===== config.mk =====
export PLATFORM = sky130hd
export DESIGN_NAME = if_stage
export DESIGN_NICKNAME = d
export VERILOG_FILES = /design/src/rtl/if_stage_pkg.sv /design/src/rtl/if_id_reg.sv /design/src/rtl/if_stage.sv
export SDC_FILE = /design/constraint.sdc
export NUM_CORES = 1
export LEC_CHECK = 0
export CAP_MARGIN = 20
export CORE_AREA = 2 2 137 139
export CTS_CLUSTER_DIAMETER = 120
export DETAILED_ROUTE_END_ITERATION = 16
export DIE_AREA = 0 0 139 141
export PLACE_DENSITY_LB_ADDON = 0.15
export SLEW_MARGIN = 20
export SYNTH_ARGS = -nofsm -noshare
export SYNTH_HDL_FRONTEND = slang
export SYNTH_SLANG_ARGS = --single-unit
export TNS_END_PERCENT = 5

===== constraint.sdc =====
create_clock -name CLK -period 14.27 [get_ports CLK]
set_clock_uncertainty 0.2 [all_clocks]
set_input_delay 4.281 -clock CLK [delete_from_list [all_inputs] [get_ports CLK]]
set_output_delay 4.281 -clock CLK [all_outputs]
set_load 0.005 [all_outputs]

===== src/rtl/if_stage_pkg.sv =====
// Shared definitions for the instruction-fetch stage.
// Holds the bus widths, PC increment, bubble encoding, fetch FSM state type,
// the IF/ID load payload and a word-alignment helper.
package if_stage_pkg;

    localparam int unsigned ADDR_W = 32;
    localparam int unsigned DATA_W = 32;

    localparam logic [ADDR_W-1:0] PC_INC    = ADDR_W'(4);
    localparam logic [DATA_W-1:0] NOP_INSTR = DATA_W'(0);

    typedef enum logic [1:0] {
        FETCH = 2'd0,
        DRAIN = 2'd1,
        HOLD  = 2'd2
    } fetch_state_e;

    // Payload loaded into the IF/ID register
    typedef struct packed {
        logic [ADDR_W-1:0] pc;
        logic [DATA_W-1:0] instr;
    } if_id_t;

    // Clear the byte-offset bits of an address
    function automatic logic [ADDR_W-1:0] word_align(input logic [ADDR_W-1:0] addr);
        return addr & ~ADDR_W'(3);
    endfunction

endpackage


===== src/rtl/if_id_reg.sv =====
// IF/ID pipeline register.
// Ports: clk/rst (async active-high), load (capture d), flush (insert bubble,
// wins over load), d (pc + instruction payload), pc_out/instr/valid (to ID).
// With neither load nor flush the register holds its contents.
module if_id_reg
    import if_stage_pkg::*;
(
    input  logic              clk,
    input  logic              rst,
    input  logic              load,
    input  logic              flush,
    input  if_id_t            d,
    output logic [ADDR_W-1:0] pc_out,
    output logic [DATA_W-1:0] instr,
    output logic              valid
);

    // Flush keeps pc_out; only valid/instr mark the bubble
    always_ff @(posedge clk or posedge rst) begin
        if (rst) begin
            pc_out <= '0;
            instr  <= NOP_INSTR;
            valid  <= 1'b0;
        end else if (flush) begin
            instr  <= NOP_INSTR;
            valid  <= 1'b0;
        end else if (load) begin
            pc_out <= d.pc;
            instr  <= d.instr;
            valid  <= 1'b1;
        end
    end

endmodule


===== src/rtl/if_stage.sv =====
// Instruction-fetch stage: PC, fetch FSM (FETCH/DRAIN/HOLD), one-entry hold
// buffer and the IF/ID register.
// Ports: CLK/RST (async active-high), freeze (stall from hazard unit),
// Branch_taken/Branch_Address (redirect from EXE), imem_req/imem_addr/
// imem_ack/imem_rdata (instruction memory handshake), PC_Out/Instruction/
// Valid (to ID).
// imem_req/imem_addr are registered; once a request is up it is only changed
// on its ack cycle, so the first request after reset appears one cycle after
// RST falls.
module if_stage
    import if_stage_pkg::*;
#(
    parameter logic [31:0] RESET_PC = 32'h0000_0000
) (
    input  logic              CLK,
    input  logic              RST,
    input  logic              freeze,
    input  logic              Branch_taken,
    input  logic [ADDR_W-1:0] Branch_Address,
    output logic              imem_req,
    output logic [ADDR_W-1:0] imem_addr,
    input  logic              imem_ack,
    input  logic [DATA_W-1:0] imem_rdata,
    output logic [ADDR_W-1:0] PC_Out,
    output logic [DATA_W-1:0] Instruction,
    output logic              Valid
);

    fetch_state_e      state;
    logic [ADDR_W-1:0] pc;        // fetch address, or pending target while draining
    logic [DATA_W-1:0] hold_buf;

    logic [ADDR_W-1:0] br_target_c;
    logic [ADDR_W-1:0] pc_seq_c;
    logic              done_c;
    logic              id_load_c;
    logic              id_flush_c;
    if_id_t            id_d_c;

    assign br_target_c = word_align(Branch_Address);
    assign pc_seq_c    = pc + PC_INC;
    assign done_c      = imem_req & imem_ack;

    // IF/ID control for the coming edge
    always_comb begin
        id_load_c        = 1'b0;
        id_flush_c       = 1'b0;
        id_d_c.pc        = pc_seq_c;
        id_d_c.instr     = imem_rdata;
        unique case (state)
            FETCH: begin
                if (Branch_taken) begin
                    id_flush_c = 1'b1;
                end else if (!freeze) begin
                    // completion loads the word, otherwise a bubble
                    id_load_c  = done_c;
                    id_flush_c = !done_c;
                end
            end
            HOLD: begin
                id_d_c.instr = hold_buf;
                if (Branch_taken) begin
                    id_flush_c = 1'b1;
                end else if (!freeze) begin
                    id_load_c = 1'b1;
                end
            end
            DRAIN: begin
                id_flush_c = 1'b1;
            end
            default: begin
                id_flush_c = 1'b1;
            end
        endcase
    end

    // Fetch FSM, PC, hold buffer and memory request
    always_ff @(posedge CLK or posedge RST) begin
        if (RST) begin
            state     <= FETCH;
            pc        <= RESET_PC;
            hold_buf  <= '0;
            imem_req  <= 1'b0;
            imem_addr <= RESET_PC;
        end else begin
            unique case (state)
                FETCH: begin
                    if (Branch_taken) begin
                        pc <= br_target_c;
                        if (imem_req && !imem_ack) begin
                            // old request must finish before the target goes out
                            state <= DRAIN;
                        end else begin
                            imem_req  <= 1'b1;
                            imem_addr <= br_target_c;
                        end
                    end else if (done_c) begin
                        if (freeze) begin
                            state    <= HOLD;
                            hold_buf <= imem_rdata;
                            imem_req <= 1'b0;
                        end else begin
                            pc        <= pc_seq_c;
                            imem_addr <= pc_seq_c;
                        end
                    end else begin
                        // also raises the first request after reset
                        imem_req  <= 1'b1;
                        imem_addr <= pc;
                    end
                end
                HOLD: begin
                    if (Branch_taken) begin
                        state     <= FETCH;
                        pc        <= br_target_c;
                        imem_req  <= 1'b1;
                        imem_addr <= br_target_c;
                    end else if (!freeze) begin
                        state     <= FETCH;
                        pc        <= pc_seq_c;
                        imem_req  <= 1'b1;
                        imem_addr <= pc_seq_c;
                    end
                end
                DRAIN: begin
                    // last redirect wins; freeze does not stall the drain
                    if (Branch_taken) begin
                        pc <= br_target_c;
                    end
                    if (done_c) begin
                        state     <= FETCH;
                        imem_addr <= Branch_taken ? br_target_c : pc;
                    end
                end
                default: begin
                    state <= FETCH;
                end
            endcase
        end
    end

    if_id_reg u_if_id_reg (
        .clk    (CLK),
        .rst    (RST),
        .load   (id_load_c),
        .flush  (id_flush_c),
        .d      (id_d_c),
        .pc_out (PC_Out),
        .instr  (Instruction),
        .valid  (Valid)
    );

endmodule

* After elaboration in Yosys (flattened, before gate mapping)
Index checks and enable logic that the tools add are counted.
** Storage, ports and cells
- Register bits after elaboration :: 164
- Output and inout bits :: 98
- Input bits :: 69
** Operators by class
- Mux-type cells :: 42
- Reductions and logical operators :: 13
- Equality and inequality tests :: 9
- $add $sub $neg :: 1
- Bitwise gates (word level) :: 3
** Operator list (count)
- 2-to-1 mux 32 bit :: 14
- one-hot mux 32 bit (3 select lines) :: 2
- adder 32 x 3 -> 32 bit (second input constant) :: 1
- 2-to-1 mux 1 bit :: 15
- != test 3 bit (second input constant) :: 5
- 2-to-1 mux 2 bit :: 7
- AND reduction 4 bit :: 2
- one-hot mux 1 bit (2 select lines) :: 3
- one-hot mux 2 bit (3 select lines) :: 1
- AND reduction 5 bit :: 1
- != test 4 bit (second input constant) :: 1
- AND reduction 2 bit :: 2
- nonzero test 2 bit :: 2
- AND reduction 3 bit :: 1
- nonzero test 3 bit :: 1
- == test 2 x 1 -> 1 bit (second input constant) :: 1
- == test 2 bit (second input constant) :: 1
- logical NOT 1 bit :: 2
- logical NOT 2 bit :: 1
- != test 2 bit (second input constant) :: 1
- NOT 1 bit :: 2
- bitwise AND 1 bit :: 1
- logical AND 1 bit :: 1

* Logic depth before layout (Yosys ltp)
- Word-level depth :: 7
- Gate-level depth with buffers :: 11

* By module
From an unflattened synthesis, not the netlist that was laid out.
** Second synthesis, totals
- Cell total of the unflattened synthesis :: 951
- Area total of the unflattened synthesis :: 9713.1 um^2
** By module, submodules not included
- if_stage :: area an instance 7060.5 um^2, times used 1, cells each 774
- if_id_reg :: area an instance 2652.5 um^2, times used 1, cells each 177

* Least setup slack after synthesis
OpenSTA, ideal clock, no wires.
- Path type :: input port to flip-flop
- From :: input Branch_taken
- To :: register imem_addr[6]
- Data arrival time :: 5.753 ns
- Setup time :: 0.126 ns
- Setup slack :: 8.191 ns
- Required time :: 13.944 ns
- Cell stages on the path :: 6
- Cells stage by stage :: clkbuf_1 -> clkbuf_1 -> buf_1 -> buf_1 -> a211oi_1 -> a221o_1
** On the way
- Cells in the longest elaborated chain, start to end :: 3
** Ends and longest elaborated chain
- start: declaration :: line if_stage.sv:18 : input logic Branch_taken,
- 2-to-1 mux 32 bit
- 2-to-1 mux 32 bit :: line if_stage.sv:130 : if (done_c) begin
- one-hot mux 32 bit (3 select lines) :: line if_stage.sv:86 : unique case (state)
- end signal: assignment :: line if_stage.sv:95 : imem_addr <= br_target_c;
- end signal: assignment :: line if_stage.sv:104 : imem_addr <= pc_seq_c;
- end signal: assignment :: line if_stage.sv:132 : imem_addr <= Branch_taken ? br_target_c : pc;
- end: declaration :: line if_stage.sv:21 : output logic [ADDR_W-1:0] imem_addr,
Several ways; a longest one is shown, not always the timed one. The select of a mux whose other input is x is not followed.
A chain may end at the register's enable or synchronous reset.

* Final worst setup path
- From :: input Branch_taken
- To :: register imem_addr[28]
Same word-level chain as after synthesis.

==> flow_summary.yaml <==
status:
  outcome: "complete, no violations"
sta:
  final_period_minus_worst_setup_slack_ns: 7.201
  worst_slew_pin_tran_ns: 1.051
  fin_ws_ns: 7.069
  achievable-frequency_mhz: 138.9
  tns_ns: 0
  timing_hold_violations_final: 0
  rsz0062_at_grt: "no"
  report.final.slew_viol_count: 0
  share_of_the_clock_period_used_by_the_worst_path_after_layout: 0.5046
  timing.slew.headroom: 0.2991
  final-setup-viol-count: 0
  holdWs_ns: 0.2731
yosys:
  syn-cell-area_um2: 9824
  yosys_warnings: 0
  synth_nets: 1186
  synth_area_per_cell_um2: 8.835
  post_synth_edffs: 0
  postSynth.topFlopCell: "sky130_fd_sc_hd__dfrtp_1"
  yosysUniqueCellTypes: 72
  postSynth.asyncResetShare: 1.000
  synth.ff_latch_count: 164
  synth_seq_area_share: 0.4177
  syn_inst: 1112
drt:
  drt_iter0_markers: 1086
  vias: 9226
  drt_drc_violations_left: 0
  drt-total-wl_um: 29210
  routedWlPerCell_um: 20.02
  viasPerCell: 6.324
  detail_route.first_pass.iterations: 6
  ant_nets: 0
floorplan:
  dieWidth_um: 139
  floorplan.initialDensity: 0.5378
  pin_count: 167
  placeableCoreArea_um2: 18270
  die_area_um2: 19600
  floorplan.die.height_um: 141
  num_rows: 50
global_routing:
  grt_use_total: 0.2969
  grt_overflow: 0
  antenna_found_initial: 0
  grt_first_pass_wirelength_um: 46910
  first_global_vias: 8814
  pin_count_of_the_biggest_net_entering_global_routing: 91
placement:
  pre_cts_ws_ns: 6.734
  place_hpwl_um: 18900
  finalWeightedCongestion: 0.9391
  io_buffer_count: 164
  dpl-instance-area_um2: 11380
  placed_cells_incl_taps: 1426
cts:
  cts_made_buffers: 17
  cts_post_setup_buffers_inserted: 0
  clock_latency_at_the_later_pin_of_the_worst_skew_pair_ns: 0.43
  htree_num_levels: 4
  cts.repair.resized: 0
  cts.reportedPaths.clkPinSlew_ns: 0.07
  cts-hold-fix-buffers: 0
  clock-root-buffer: "sky130_fd_sc_hd__clkbuf_16"
  cts_max_path_buffers: 2
  tritoncts: "built"
  numClockSinks: 164
setup_path:
  timing.critical_path.slowest_cell_delay_ns: 0.68
  critical_path.cell_chain: "buf_2, buf_4, inv_2, nand2_1, o22ai_1, a221oi_1, o21a_1"
  worst-r2r-setup-slack_ns: 10.78
  critical_path.slowest_cell: "sky130_fd_sc_hd__buf_4"
  worst_setup_path_start_kind: "input port"
  crit_required_ns: 14.45
  setup.worst_path.class: "input port to flop"
  crit_path_max_fanout: 69
  critical_path.endpoint_type: "flop"
  data_arrival_time_of_the_worst_path_ns: 7.38
power_and_ir_drop:
  power_leakage_uw: 0.004740
  power.combinational.fraction: 0.467
  switching_share_of_power: 0.4157
  worst_ir_drop_vdd_mv: 0.09857
  internal-power_uw: 1417
  power_density_nw_per_um2: 202.2
  clkPwrFrac: 0.192
  netSwitchingPower_uw: 1008
  power.sequential.fraction: 0.341
final_layout:
  register_area_um2: 4104
  layoutNonFillerInstCount: 1459
  fin_area_um2: 12000
  multiInputGateArea_um2: 5146
  n_antenna_cell: 0
  layout.cells.most_common_list: "sky130_fd_sc_hd__dfrtp_1 (164), sky130_fd_sc_hd__clkdlybuf4s50_1 (163), sky130_fd_sc_hd__nand2_1 (161)"
  area_growth_pct: 22.11
  finalNetCount: 1286
  drive_above_1_share: 0.09551
  final_common_cell: "sky130_fd_sc_hd__dfrtp_1"
  final.fill_count: 1559
flow_run:
  number_of_max_cap_violations: 0
min_path:
  min-delay-path-class: "flop to flop"
## critical path: cells and delay by family
family / cells / cell delay [ns]
AO/OA/AOI/OAI: 3 / 0.66
buffers and inverters: 3 / 1.70
AND/OR/NAND/NOR: 1 / 0.67
## cell families after synthesis
kind of cell	after synthesis	synth area share
DFF	164	0.4177
xor gates and xnor gates	27	0.02407
adders and majority gates	5	0.006368
and+or+nand+nor	344	0.1653
AOI/OAI and AO/OA	382	0.2473
muxes	73	0.07909
buffers and inverters	117	0.06011
## per-layer routing
layer,vias up,wire length (µm),global-route usage
met1,4392,11780,0.3944
met4,0,943,0.1334
met2,492,13280,0.4607
met5,-,0,0
li1,4262,-,-
met3,80,3203,0.07677
## path summary, 6_finish.rpt
kind	start	end	cells after the start
setup / recovery	Branch_taken	imem_addr[28]	7
hold / removal	u_if_id_reg.pc_out[6]	u_if_id_reg.pc_out[6]	2
hold reg to reg	u_if_id_reg.pc_out[6]	u_if_id_reg.pc_out[6]	2
min in group asynchronous	RST	u_if_id_reg.instr[2]	2
max in group asynchronous	RST	pc[5]	4
setup reg to reg	state[1]	imem_addr[13]	11
## flip-flops by register name, summed over array words and instances, names as in the netlist
| signal | cells |
|---|---|
| pc | 32 |
| u_if_id_reg.instr | 32 |
| u_if_id_reg.valid | 1 |
| u_if_id_reg.pc_out | 32 |
| imem_addr | 32 |
| imem_req | 1 |
| hold_buf | 32 |
| state | 2 |
## metrics by stage
stage | power (µW) | util
6_report | 2425 | 0.6567
5_1_grt | 2574 | 0.6567
4_1_cts | 2417 | 0.6552
3_5_place_dp | 1945 | 0.6229
3_3_place_gp | 1914 | 0.6229
2_1_floorplan | 1525 | -
## power groups by stage
| stage | Combinational, µW | Clock (µW) | Sequential [µW] |
|---|---|---|---|
| floorplan | 767 | 0 | 758 |
| global placement | 1090 | 0 | 821 |
| detailed placement | 1120 | 0 | 830 |
| CTS | 1120 | 474 | 823 |
| global route | 1230 | 492 | 853 |
| finish | 1130 | 467 | 826 |
## Yosys cell counts, types with 11 or more instances
master / instances / area (µm²)
sky130_fd_sc_hd__a211oi_1: 13 / 97.59
sky130_fd_sc_hd__xor2_1: 15 / 131.4
sky130_fd_sc_hd__nor3_1: 16 / 80.08
sky130_fd_sc_hd__inv_1: 13 / 48.80
sky130_fd_sc_hd__xnor2_1: 12 / 105.1
sky130_fd_sc_hd__a221oi_1: 20 / 175.2
sky130_fd_sc_hd__o21a_1: 11 / 82.58
sky130_fd_sc_hd__mux2i_1: 36 / 360.4
sky130_fd_sc_hd__nand4_1: 13 / 81.33
sky130_fd_sc_hd__a21oi_1: 75 / 375.4
sky130_fd_sc_hd__nand2_1: 162 / 608.1
sky130_fd_sc_hd__mux2_2: 36 / 405.4
sky130_fd_sc_hd__nand3_1: 26 / 130.1
sky130_fd_sc_hd__clkbuf_1: 68 / 255.2
sky130_fd_sc_hd__o21ai_0: 132 / 660.6
sky130_fd_sc_hd__nand2b_1: 11 / 68.82
sky130_fd_sc_hd__clkbuf_8: 13 / 178.9
sky130_fd_sc_hd__nor2_1: 67 / 251.5
sky130_fd_sc_hd__buf_1: 13 / 48.80
sky130_fd_sc_hd__o22ai_1: 18 / 112.6
sky130_fd_sc_hd__a22oi_1: 20 / 150.1
sky130_fd_sc_hd__dfrtp_1: 164 / 4104
## layout make-up
class / instances / share of cell area
clock buffer: 17 / 0.03546
timing repair buffer: 184 / 0.1506
sequential: 164 / 0.3421
inverter: 14 / 0.004798
tap: 234 / 0.02441
clock inverter: 15 / 0.01366
multi-input combinational: 831 / 0.4290
(Power assumes the default switching activity.)
